**src/rtl/jsv_pkg.sv**
```systemverilog
// Shared types and defaults for the Julia frame dispatcher.
package jsv_pkg;

    localparam int COORD_W    = 10;
    localparam int H_RES_DEF  = 640;
    localparam int V_RES_DEF  = 480;
    localparam int ITER_W_DEF = 9;

    typedef enum logic [1:0] {
        IDLE     = 2'd0,
        DISPATCH = 2'd1,
        DRAIN    = 2'd2,
        DONE     = 2'd3
    } disp_state_t;

endpackage

```
**src/rtl/pixel_dispatcher_rr_arbiter.sv**
```systemverilog
// Round-robin grant over pending result slots; the priority pointer moves one
// past a grant only when the grant is taken (hold low).
module rr_arbiter #(
    parameter int N = 4
) (
    input  logic         clk,
    input  logic         rst,
    input  logic [N-1:0] req,
    input  logic         hold,
    output logic [N-1:0] grant
);

    localparam int PW = (N > 1) ? $clog2(N) : 1;

    logic [PW-1:0] r_ptr;
    int            w_sel;

    // Lowest request at or above the pointer wins, else lowest overall.
    always_comb begin
        w_sel = -1;
        for (int i = N - 1; i >= 0; i--) begin
            if (req[i]) w_sel = i;
        end
        for (int i = N - 1; i >= 0; i--) begin
            if (req[i] && (i >= int'(r_ptr))) w_sel = i;
        end
        grant = '0;
        for (int i = 0; i < N; i++) begin
            grant[i] = (w_sel == i);
        end
    end

    always_ff @(posedge clk) begin
        if (rst) begin
            r_ptr <= '0;
        end else if (!hold && (w_sel >= 0)) begin
            r_ptr <= PW'((w_sel + 1) % N);
        end
    end

endmodule

```
**src/rtl/pixel_dispatcher.sv**
```systemverilog
// Raster-scans a frame onto a bank of iteration cores and funnels their
// results, round-robin, onto a single bitmap write port.
//   state    | meaning
//   IDLE     | waiting for start
//   DISPATCH | issuing pixels to free cores
//   DRAIN    | no new pixels, waiting for all slots to be written
//   DONE     | one-cycle frame_done
module pixel_dispatcher
    import jsv_pkg::*;
#(
    parameter int N_CORES = 4,
    parameter int H_RES   = H_RES_DEF,
    parameter int V_RES   = V_RES_DEF,
    parameter int ITER_W  = ITER_W_DEF
) (
    input  logic                       CLK,
    input  logic                       RESET,
    input  logic                       start,
    input  logic                       abort,
    output logic                       busy,
    output logic                       frame_done,
    output logic [N_CORES-1:0]         core_start,
    output logic [COORD_W-1:0]         core_x,
    output logic [COORD_W-1:0]         core_y,
    input  logic [N_CORES-1:0]         core_busy,
    input  logic [N_CORES-1:0]         core_done,
    input  logic [N_CORES*ITER_W-1:0]  core_iter,
    output logic                       wr_valid,
    output logic [COORD_W-1:0]         wr_x,
    output logic [COORD_W-1:0]         wr_y,
    output logic [ITER_W-1:0]          wr_i,
    input  logic                       wr_ready
);

    disp_state_t          r_state, w_state_nxt;
    logic [COORD_W-1:0]   r_x, r_y;
    logic [N_CORES-1:0]   r_occ, r_pend;
    logic [COORD_W-1:0]   r_sx  [N_CORES];
    logic [COORD_W-1:0]   r_sy  [N_CORES];
    logic [ITER_W-1:0]    r_res [N_CORES];
    logic [N_CORES-1:0]   r_core_start;
    logic [COORD_W-1:0]   r_core_x, r_core_y;
    logic                 r_wr_valid;
    logic [N_CORES-1:0]   r_wr_grant;
    logic [COORD_W-1:0]   r_wr_x, r_wr_y;
    logic [ITER_W-1:0]    r_wr_i;

    logic                 w_disp_en, w_found, w_dispatch, w_last_px;
    logic [N_CORES-1:0]   w_disp_oh, w_req, w_grant;
    logic                 w_accept, w_load;
    logic [COORD_W-1:0]   w_gx, w_gy;
    logic [ITER_W-1:0]    w_gi;

    assign w_last_px  = (r_x == COORD_W'(H_RES - 1)) && (r_y == COORD_W'(V_RES - 1));
    assign w_dispatch = w_disp_en && w_found;
    assign w_accept   = r_wr_valid && wr_ready;
    assign w_load     = !r_wr_valid || wr_ready;
    // The slot being accepted this cycle must not be re-granted.
    assign w_req      = r_pend & ~r_wr_grant;

    always_ff @(posedge CLK) begin
        if (RESET) r_state <= IDLE;
        else       r_state <= w_state_nxt;
    end

    always_comb begin
        w_state_nxt = r_state;
        w_disp_en   = 1'b0;
        busy        = 1'b0;
        frame_done  = 1'b0;
        case (r_state)
            IDLE: begin
                if (start && !abort) w_state_nxt = DISPATCH;
            end
            DISPATCH: begin
                busy = 1'b1;
                if (abort) begin
                    w_state_nxt = DRAIN;
                end else begin
                    w_disp_en = 1'b1;
                    if (w_found && w_last_px) w_state_nxt = DRAIN;
                end
            end
            DRAIN: begin
                busy = 1'b1;
                if (r_occ == '0) w_state_nxt = DONE;
            end
            DONE: begin
                frame_done  = 1'b1;
                w_state_nxt = IDLE;
            end
            default: w_state_nxt = IDLE;
        endcase
    end

    always_comb begin
        w_disp_oh = '0;
        w_found   = 1'b0;
        for (int i = N_CORES - 1; i >= 0; i--) begin
            if (!r_occ[i] && !core_busy[i]) begin
                w_disp_oh    = '0;
                w_disp_oh[i] = 1'b1;
                w_found      = 1'b1;
            end
        end
    end

    always_comb begin
        w_gx = '0;
        w_gy = '0;
        w_gi = '0;
        for (int i = 0; i < N_CORES; i++) begin
            if (w_grant[i]) begin
                w_gx = r_sx[i];
                w_gy = r_sy[i];
                w_gi = r_res[i];
            end
        end
    end

    rr_arbiter #(.N(N_CORES)) u_rr_arbiter (
        .clk   (CLK),
        .rst   (RESET),
        .req   (w_req),
        .hold  (!w_load),
        .grant (w_grant)
    );

    always_ff @(posedge CLK) begin
        if (RESET) begin
            r_x          <= '0;
            r_y          <= '0;
            r_occ        <= '0;
            r_pend       <= '0;
            r_core_start <= '0;
            r_core_x     <= '0;
            r_core_y     <= '0;
            r_wr_valid   <= 1'b0;
            r_wr_grant   <= '0;
            r_wr_x       <= '0;
            r_wr_y       <= '0;
            r_wr_i       <= '0;
            for (int i = 0; i < N_CORES; i++) begin
                r_sx[i]  <= '0;
                r_sy[i]  <= '0;
                r_res[i] <= '0;
            end
        end else begin
            r_core_start <= w_dispatch ? w_disp_oh : '0;
            r_core_x     <= w_dispatch ? r_x : '0;
            r_core_y     <= w_dispatch ? r_y : '0;
            if ((r_state == IDLE) && start && !abort) begin
                r_x <= '0;
                r_y <= '0;
            end else if (w_dispatch) begin
                if (r_x == COORD_W'(H_RES - 1)) begin
                    r_x <= '0;
                    r_y <= r_y + 1'b1;
                end else begin
                    r_x <= r_x + 1'b1;
                end
            end
            for (int i = 0; i < N_CORES; i++) begin
                if (w_dispatch && w_disp_oh[i]) begin
                    r_occ[i] <= 1'b1;
                    r_sx[i]  <= r_x;
                    r_sy[i]  <= r_y;
                end
                if (core_done[i] && r_occ[i] && !r_pend[i]) begin
                    r_pend[i] <= 1'b1;
                    r_res[i]  <= core_iter[i*ITER_W +: ITER_W];
                end
                if (w_accept && r_wr_grant[i]) begin
                    r_pend[i] <= 1'b0;
                    r_occ[i]  <= 1'b0;
                end
            end
            if (w_load) begin
                r_wr_valid <= |w_grant;
                r_wr_grant <= w_grant;
                r_wr_x     <= w_gx;
                r_wr_y     <= w_gy;
                r_wr_i     <= w_gi;
            end
        end
    end

    assign core_start = r_core_start;
    assign core_x     = r_core_x;
    assign core_y     = r_core_y;
    assign wr_valid   = r_wr_valid;
    assign wr_x       = r_wr_x;
    assign wr_y       = r_wr_y;
    assign wr_i       = r_wr_i;

endmodule

```
**config.mk**
```make
export PLATFORM = sky130hd
export DESIGN_NAME = pixel_dispatcher
export DESIGN_NICKNAME = d
export VERILOG_FILES = /design/src/rtl/jsv_pkg.sv /design/src/rtl/pixel_dispatcher_rr_arbiter.sv /design/src/rtl/pixel_dispatcher.sv
export SDC_FILE = /design/constraint.sdc
export NUM_CORES = 1
export LEC_CHECK = 0
export ABC_AREA = 1
export BUFFER_PORTS_ARGS = -buffer_cell sky130_fd_sc_hd__clkbuf_2
export CELL_PAD_IN_SITES_DETAIL_PLACEMENT = 1
export CELL_PAD_IN_SITES_GLOBAL_PLACEMENT = 1
export CORE_AREA = 5 5 185 187
export DETAILED_ROUTE_END_ITERATION = 7
export DIE_AREA = 0 0 190 192
export GPL_TIMING_DRIVEN = 0
export PLACE_DENSITY = 0.67
export REMOVE_ABC_BUFFERS = 1
export SYNTH_ARGS = -nofsm -noshare
export SYNTH_HDL_FRONTEND = slang
export SYNTH_SLANG_ARGS = --single-unit
```
**constraint.sdc**
```tcl
create_clock -name CLK -period 4.1 [get_ports CLK]
set_input_delay 0.41 -clock CLK [delete_from_list [all_inputs] [get_ports CLK]]
set_output_delay 0.41 -clock CLK [all_outputs]
set_load 0.03 [all_outputs]
```
* Word-level counts from Yosys, hierarchy flattened
Memories as Yosys holds them, arrays and structs flattened. Cells that the tools add are included.
Word-level totals: register bits after elaboration 90, input bits 49, logic and storage cells 190, memory bits (read-only) 0, memory bits (writable) 116, memories kept 3, latch bits 0
Operators by class: $lt $le $gt $ge 4, reductions and logical operators 59, add/subtract/negate cells 3, divide/modulo/power cells 0, equality and inequality tests 11, $mul 0, shift operators 0, muxes and demuxes 75, bitwise logic cells 15
Memories:
- r_sx | words 4, width 10, read ports 4, clocked after Yosys merged registers in 0, wr ports 4, line pixel_dispatcher.sv:38 | logic [COORD_W-1:0] r_sx [N_CORES];
- r_sy | words 4, width 10, read ports 4, clocked after Yosys merged registers in 0, wr ports 4, line pixel_dispatcher.sv:39 | logic [COORD_W-1:0] r_sy [N_CORES];
- r_res | words 4, width 9, read ports 4, clocked after Yosys merged registers in 0, wr ports 4, line pixel_dispatcher.sv:40 | logic [ITER_W-1:0] r_res [N_CORES];
Operator list (number):
- $mux W32 | 7
- $mux W10 | 17
- $mux W9 | 8
- $eq A32 B3 Y1 const B | 2
- $mux W1 | 34
- $eq A32 B2 Y1 const B | 1
- $ge A32 B1 Y1 const B | 1
- $logic_not A32 Y1 | 1
- $logic_and A1 B1 Y1 | 31
- $add A10 B1 Y10 const B | 2
- $mux W4 | 4
- $logic_not A1 Y1 | 14
- $reduce_or A2 Y1 | 7
- $or A1 B1 Y1 | 12
- $eq A10 B10 Y1 const B | 1
- $eq A10 B9 Y1 const B | 1
- $mux W2 | 4
- $pmux W2 S4 | 1
- $and A4 B4 Y4 | 1
- $eq A2 B2 Y1 const B | 2
- $ge A1 B2 Y1 const A | 2
- $logic_not A4 Y1 | 1
- $ne A2 B2 Y1 const B | 2
- $not A4 Y4 | 1
- 10 further kinds | 10

* Depth between registers and ports, before layout
depth in word-level cells 14, mapped depth 16, depth with buffers taken out 15

* Modules after synthesis
A second synthesis with hierarchy kept.
Unflattened totals: cells, all modules 940, area, all modules 8811.0 µm²
Modules (own cells, without submodules):
- pixel_dispatcher | area each 8535.7 µm², cells each 891, times used 1
- rr_arbiter | area each 275.3 µm², cells each 49, times used 1

* Least setup slack after synthesis
No wires, ideal clock.
path kind reg2reg, start point register r_state[1], end point memory r_sx[1][0] (enable), clock period less this slack 1941 ps, library setup time 377 ps, cell stages (with the launch flop) 10, setup slack 2159 ps, data arrival time 1564 ps, buffers on the path 1, path through dfxtp_1 > inv_1 > ha_1 > nand2_1 > inv_1 > nand2_4 > inv_2 > buf_6 > nand2_1 > nand2_1
RTL lines:
- start, declared | line pixel_dispatcher.sv:35 | disp_state_t r_state, w_state_nxt;
- start signal, assigned | line pixel_dispatcher.sv:63 | else r_state <= w_state_nxt;
- end, declared | line pixel_dispatcher.sv:38

* Worst setup path in the final report
start point register r_wr_grant[0], end point register r_wr_i[6], in the netlist wr_i[6]
Between the ends: word-level cells in the longest chain between the ends 12, elaborated cells between the ends (all ways) 16, those cells by class 3 x eq/ne; 9 x mux; 2 x bitwise; 2 x reduce/logical
RTL lines:
- start, declared | line pixel_dispatcher.sv:44 | logic [N_CORES-1:0] r_wr_grant;
- start signal, assigned | line pixel_dispatcher.sv:180 | r_wr_grant <= w_grant;
- $not A4 Y4 * | line pixel_dispatcher.sv:59 | assign w_req = r_pend & ~r_wr_grant;
- $and A4 B4 Y4 * | line pixel_dispatcher.sv:59
- $mux W32 | line pixel_dispatcher_rr_arbiter.sv:22 | if (req[i]) w_sel = i;
- $mux W32 (3 in a row) | line pixel_dispatcher_rr_arbiter.sv:25 | if (req[i] && (i >= int'(r_ptr))) w_sel = i;
- $mux W32 * | line pixel_dispatcher_rr_arbiter.sv:25
- $logic_not A32 Y1 | line pixel_dispatcher_rr_arbiter.sv:29 | grant[i] = (w_sel == i);
- $mux W9 (3 in a row) | line pixel_dispatcher.sv:113 | if (w_grant[i]) begin
- $mux W9 * | line pixel_dispatcher.sv:113
- end signal, assigned | line pixel_dispatcher.sv:183 | r_wr_i <= w_gi;
- end, declared | line pixel_dispatcher.sv:46 | logic [ITER_W-1:0] r_wr_i;
Every way passes the cells marked *; elsewhere a longest branch is shown, timed or not. A chain may end at the register's enable or synchronous reset.

==> impl_results.html <==
<table>
<tr><th>Metric</th><th>Value</th></tr>
<tr><th colspan="2">STA</th></tr>
<tr><td>Post-route clock period utilization</td><td>0.8462</td></tr>
<tr><td>Total setup violations reported at the end of the flow</td><td>0</td></tr>
<tr><td>Headroom to the max-slew limit</td><td>0.2197</td></tr>
<tr><td>Time the worst path needs with I/O delays and setup</td><td>3.470 ns</td></tr>
<tr><td>Minimum hold slack</td><td>about 0.20 ns</td></tr>
<tr><td>Maximum clock frequency</td><td>around 290 MHz</td></tr>
<tr><td>Least-Margin Pin Slew</td><td>1.168 ns</td></tr>
<tr><td>Unrepaired setup endpoints after global routing</td><td>no</td></tr>
<tr><td>Maximum clock skew at final layout</td><td>slightly below 0.02 ns</td></tr>
<tr><td>Max-slew violations</td><td>0</td></tr>
<tr><td>Hold Vio Cnt, Final</td><td>0</td></tr>
<tr><th colspan="2">Clock tree</th></tr>
<tr><td>Setup bufs post-CTS</td><td>0</td></tr>
<tr><td>Number of H-tree levels</td><td>1</td></tr>
<tr><td>Resized Gates After CTS</td><td>0</td></tr>
<tr><td>Root Buffer Master</td><td>sky130_fd_sc_hd__clkbuf_16</td></tr>
<tr><td>CTS clk-pin slew, worst paths</td><td>roughly 0.060 ns</td></tr>
<tr><td>Number of sinks handled by clock tree synthesis</td><td>approximately 210</td></tr>
<tr><td>Deepest clock path buffer count</td><td>3</td></tr>
<tr><td>Number of CTS-inserted buffers</td><td>24</td></tr>
<tr><td>Clock tree from TritonCTS</td><td>yes</td></tr>
<tr><td>Hold buffers post-CTS</td><td>0</td></tr>
<tr><td>Clock Latency Late Sink</td><td>about 0.52 ns</td></tr>
<tr><th colspan="2">Yosys</th></tr>
<tr><td>Post-synth design cell area</td><td>about 9500 um2</td></tr>
<tr><td>Synthesized netlist cell count</td><td>1,157</td></tr>
<tr><td>Post-synth top area share</td><td>0.3651</td></tr>
<tr><td>Average size of a mapped cell</td><td>about 8.2 um2</td></tr>
<tr><td>Share of async-settable or async-resettable flops after synthesis</td><td>0</td></tr>
<tr><td>Post-synth top area cell</td><td>sky130_fd_sc_hd__edfxtp_1</td></tr>
<tr><td>Leading post-synthesis cells by cell area</td><td>sky130_fd_sc_hd__edfxtp_1, sky130_fd_sc_hd__dfxtp_1, sky130_fd_sc_hd__nand2_1</td></tr>
<tr><td>Primary flip-flop cell chosen by synthesis mapping</td><td>sky130_fd_sc_hd__edfxtp_1</td></tr>
<tr><td>#FFs+latches synth</td><td>206</td></tr>
<tr><td>Yosys warning total</td><td>0</td></tr>
<tr><td>Post-synth EDFFs</td><td>116</td></tr>
<tr><td>Count of unique library cells instantiated by Yosys</td><td>31</td></tr>
<tr><td>Register area share after synthesis</td><td>0.5540</td></tr>
<tr><th colspan="2">Setup path</th></tr>
<tr><td>Sort of element at the end of the critical path</td><td>flip-flop</td></tr>
<tr><td>Worst-path fanout max</td><td>about 90</td></tr>
<tr><td>Worst EP arrival</td><td>between 3 and 4 ns</td></tr>
<tr><td>Depth of the most critical reg-to-reg path</td><td>11</td></tr>
<tr><td>Required arrival time at the worst endpoint</td><td>4.54 ns</td></tr>
<tr><td>Kind of critical path</td><td>flip-flop to flip-flop</td></tr>
<tr><td>Startpoint class of the critical path</td><td>flip-flop</td></tr>
<tr><th colspan="2">Power and ir drop</th></tr>
<tr><td>Total power consumption of the routed design</td><td>between 5 and 6 mW</td></tr>
<tr><td>Static leakage</td><td>between 4 and 5 nW</td></tr>
<tr><td>Total power density per cell area</td><td>about 470 nW/um2</td></tr>
<tr><td>Maximum vdd ir drop</td><td>roughly 280 uV</td></tr>
<tr><th colspan="2">Route</th></tr>
<tr><td>Drt first-iter violations</td><td>approximately 390</td></tr>
<tr><td>Total routed wirelength</td><td>between 20,000 and 30,000 um</td></tr>
<tr><td>Routed length per instance</td><td>around 17 um</td></tr>
<tr><td>Antenna-violating nets left</td><td>0</td></tr>
<tr><td>Detailed-route DRC error count</td><td>0</td></tr>
<tr><td>Via density per instance</td><td>4.550</td></tr>
<tr><td>DR pass1 iterations</td><td>5</td></tr>
<tr><td>DR vias</td><td>7,717</td></tr>
<tr><th colspan="2">Layout</th></tr>
<tr><td>Share of post-route cells with drive strength above 1</td><td>0.1427</td></tr>
<tr><td>Number of nets in the finished design</td><td>between 1,000 and 1,500</td></tr>
<tr><td>Area growth from synthesis to final layout</td><td>17.60%</td></tr>
<tr><td>Regs by FF count</td><td>r_sx x40, r_sy x40, r_res x36</td></tr>
<tr><td>Antenna cell count</td><td>0</td></tr>
<tr><td>Finished Core Util</td><td>0.3475</td></tr>
<tr><th colspan="2">Global route</th></tr>
<tr><td>Total routing usage reported by global routing</td><td>0.1508</td></tr>
<tr><td>Number of antenna violations at the first check in global routing</td><td>0</td></tr>
<tr><td>Wire length of the first global-routing pass</td><td>about 44,000 um</td></tr>
<tr><td>Largest net degree at the start of global routing</td><td>90</td></tr>
<tr><td>Vias in the first global route</td><td>between 7,000 and 8,000</td></tr>
<tr><td>Remaining Overflow, GRT</td><td>0</td></tr>
<tr><th colspan="2">Flow run</th></tr>
<tr><td>Max-capacitance violation count</td><td>0</td></tr>
<tr><th colspan="2">Min path</th></tr>
<tr><td>Class of the tightest hold or removal check</td><td>input pin to flip-flop</td></tr>
<tr><td>Depth of the worst hold-timing path</td><td>3</td></tr>
<tr><th colspan="2">Die</th></tr>
<tr><td>Initial core utilization</td><td>0.2955</td></tr>
<tr><td>Chip width</td><td>~190 um</td></tr>
<tr><td>Number of placed I/O pins</td><td>105</td></tr>
<tr><td>Core Footprint</td><td>around 32,000 um2</td></tr>
<tr><td>Row count</td><td>66</td></tr>
<tr><td>Height of the chip</td><td>192 um</td></tr>
<tr><td>Area enclosed by the die boundary</td><td>between 30,000 and 40,000 um2</td></tr>
<tr><th colspan="2">Outcome</th></tr>
<tr><td>Outcome</td><td>finished, final reports clean</td></tr>
<tr><th colspan="2">Place</th></tr>
<tr><td>Number of buffers inserted by port buffering</td><td>between 100 and 150</td></tr>
<tr><td>Total half-perimeter wirelength after legalization and detailed placement</td><td>17,920 um</td></tr>
<tr><td>Final weighted congestion in routability-driven placement</td><td>~0.79</td></tr>
</table>
-- logic make-up after synthesis --
group	share of synthesized area
fa+ha+maj	0.01443
compound gates	0.05915
buf+inv	0.1110
flops	0.5540
xor+xnor	0.004590
simple gates	0.2569
-- routing by layer --
metal  GRT usage  vias up  share of wire
li1            -     3826              -
met1      0.1971     3746           0.45
met2      0.2678      116           0.50
met3     0.01745       29          0.031
met4     0.03589        0          0.016
met5           0        -              0
-- layout make-up --
class	count	area (um2)
clock inverters	6	58.81
multi-input cells	689	3208
fillers	3908	21070
repair buffers	106	560.5
well taps	442	553.0
inverters	209	787.0
flip-flops and latches	206	5285
clock buffers	38	767.0
-- stage by stage --
step	cells	setup slack, ns	area (um2)	TNS, ns
2_1_floorplan	1103	1.586	9269	0
3_3_place_gp	1649	-0.01761	10340	-0.01761
3_5_place_dp	1651	-0.1498	10390	-1.190
4_1_cts	1696	0.1897	11210	0
5_1_grt	1696	0.3548	11220	0
6_report	1696	0.6305	11220	0
-- placed cells by master, fill, tap and decap left out, types with 4 or more instances in the layout --
master                        n
sky130_fd_sc_hd__nand4_1     14
sky130_fd_sc_hd__dfxtp_1     90
sky130_fd_sc_hd__ha_1         8
sky130_fd_sc_hd__clkbuf_8     5
sky130_fd_sc_hd__clkbuf_2   104
sky130_fd_sc_hd__clkinv_2     4
sky130_fd_sc_hd__o21ai_0     38
sky130_fd_sc_hd__nor2_4       4
sky130_fd_sc_hd__nand2_1    199
sky130_fd_sc_hd__clkbuf_1     6
sky130_fd_sc_hd__nor2_1     186
sky130_fd_sc_hd__inv_1      196
sky130_fd_sc_hd__edfxtp_1   116
sky130_fd_sc_hd__nor3_1      14
sky130_fd_sc_hd__clkbuf_16   27
sky130_fd_sc_hd__a21oi_1     60
sky130_fd_sc_hd__xor2_1       5
sky130_fd_sc_hd__nand3_1    135
sky130_fd_sc_hd__inv_2       11
-- report_power, final --
| part | internal [mW] | switching (mW) |
|---|---|---|
| registers | 2.29 | 0.0502 |
| logic | 0.179 | 0.530 |
| clock network | 1.35 | 0.872 |
| total | 3.81 | 1.45 |
-- synthesized netlist by cell type (2+ instances only) --
master                       n
sky130_fd_sc_hd__nand2_1   198
sky130_fd_sc_hd__inv_1     197
sky130_fd_sc_hd__nor2_1    186
sky130_fd_sc_hd__nand3_1   135
sky130_fd_sc_hd__edfxtp_1  116
sky130_fd_sc_hd__dfxtp_1    90
sky130_fd_sc_hd__a21oi_1    60
sky130_fd_sc_hd__o21ai_0    38
sky130_fd_sc_hd__clkbuf_1   28
sky130_fd_sc_hd__nand4_1    14
sky130_fd_sc_hd__nor3_1     14
sky130_fd_sc_hd__buf_2      13
sky130_fd_sc_hd__ha_1       11
sky130_fd_sc_hd__buf_4      10
sky130_fd_sc_hd__inv_2      10
sky130_fd_sc_hd__xor2_1      5
sky130_fd_sc_hd__nor2_4      4
sky130_fd_sc_hd__a211oi_1    3
sky130_fd_sc_hd__a21oi_2     3
sky130_fd_sc_hd__nand2_2     3
sky130_fd_sc_hd__nand2_4     3
sky130_fd_sc_hd__nor2_2      3
sky130_fd_sc_hd__a21boi_0    2
sky130_fd_sc_hd__buf_6       2
sky130_fd_sc_hd__nand3_2     2
sky130_fd_sc_hd__o21ai_1     2
-- path summary, 6_finish.rpt --
path / slack (ns) / to / from
worst min register to register: 0.49 / r_wr_grant[1]$_SDFFE_PP0P_ / r_wr_grant[1]$_SDFFE_PP0P_
worst min-delay path: 0.20 / r_res[3][5]$_SDFFCE_PN0P_ / core_iter[32]
worst max-delay path: 0.63 / wr_i[6]$_SDFFE_PP0P_ / r_wr_grant[0]$_SDFFE_PP0P_
worst max register to register: 0.63 / wr_i[6]$_SDFFE_PP0P_ / r_wr_grant[0]$_SDFFE_PP0P_
-- critical path, stage by stage (launching register included) --
cell and delay [ns]:
sky130_fd_sc_hd__dfxtp_1 0.30, sky130_fd_sc_hd__inv_1 0.08, sky130_fd_sc_hd__nand2_1 0.11, sky130_fd_sc_hd__nand2_1 0.14, sky130_fd_sc_hd__inv_2 0.06, sky130_fd_sc_hd__nand2_4 0.70
sky130_fd_sc_hd__nand2_2 0.77, sky130_fd_sc_hd__inv_2 0.76, sky130_fd_sc_hd__nand2_1 0.16, sky130_fd_sc_hd__nand2_1 0.09, sky130_fd_sc_hd__inv_1 0.06, sky130_fd_sc_hd__a21oi_1 0.14
(Power assumes the default switching activity.)
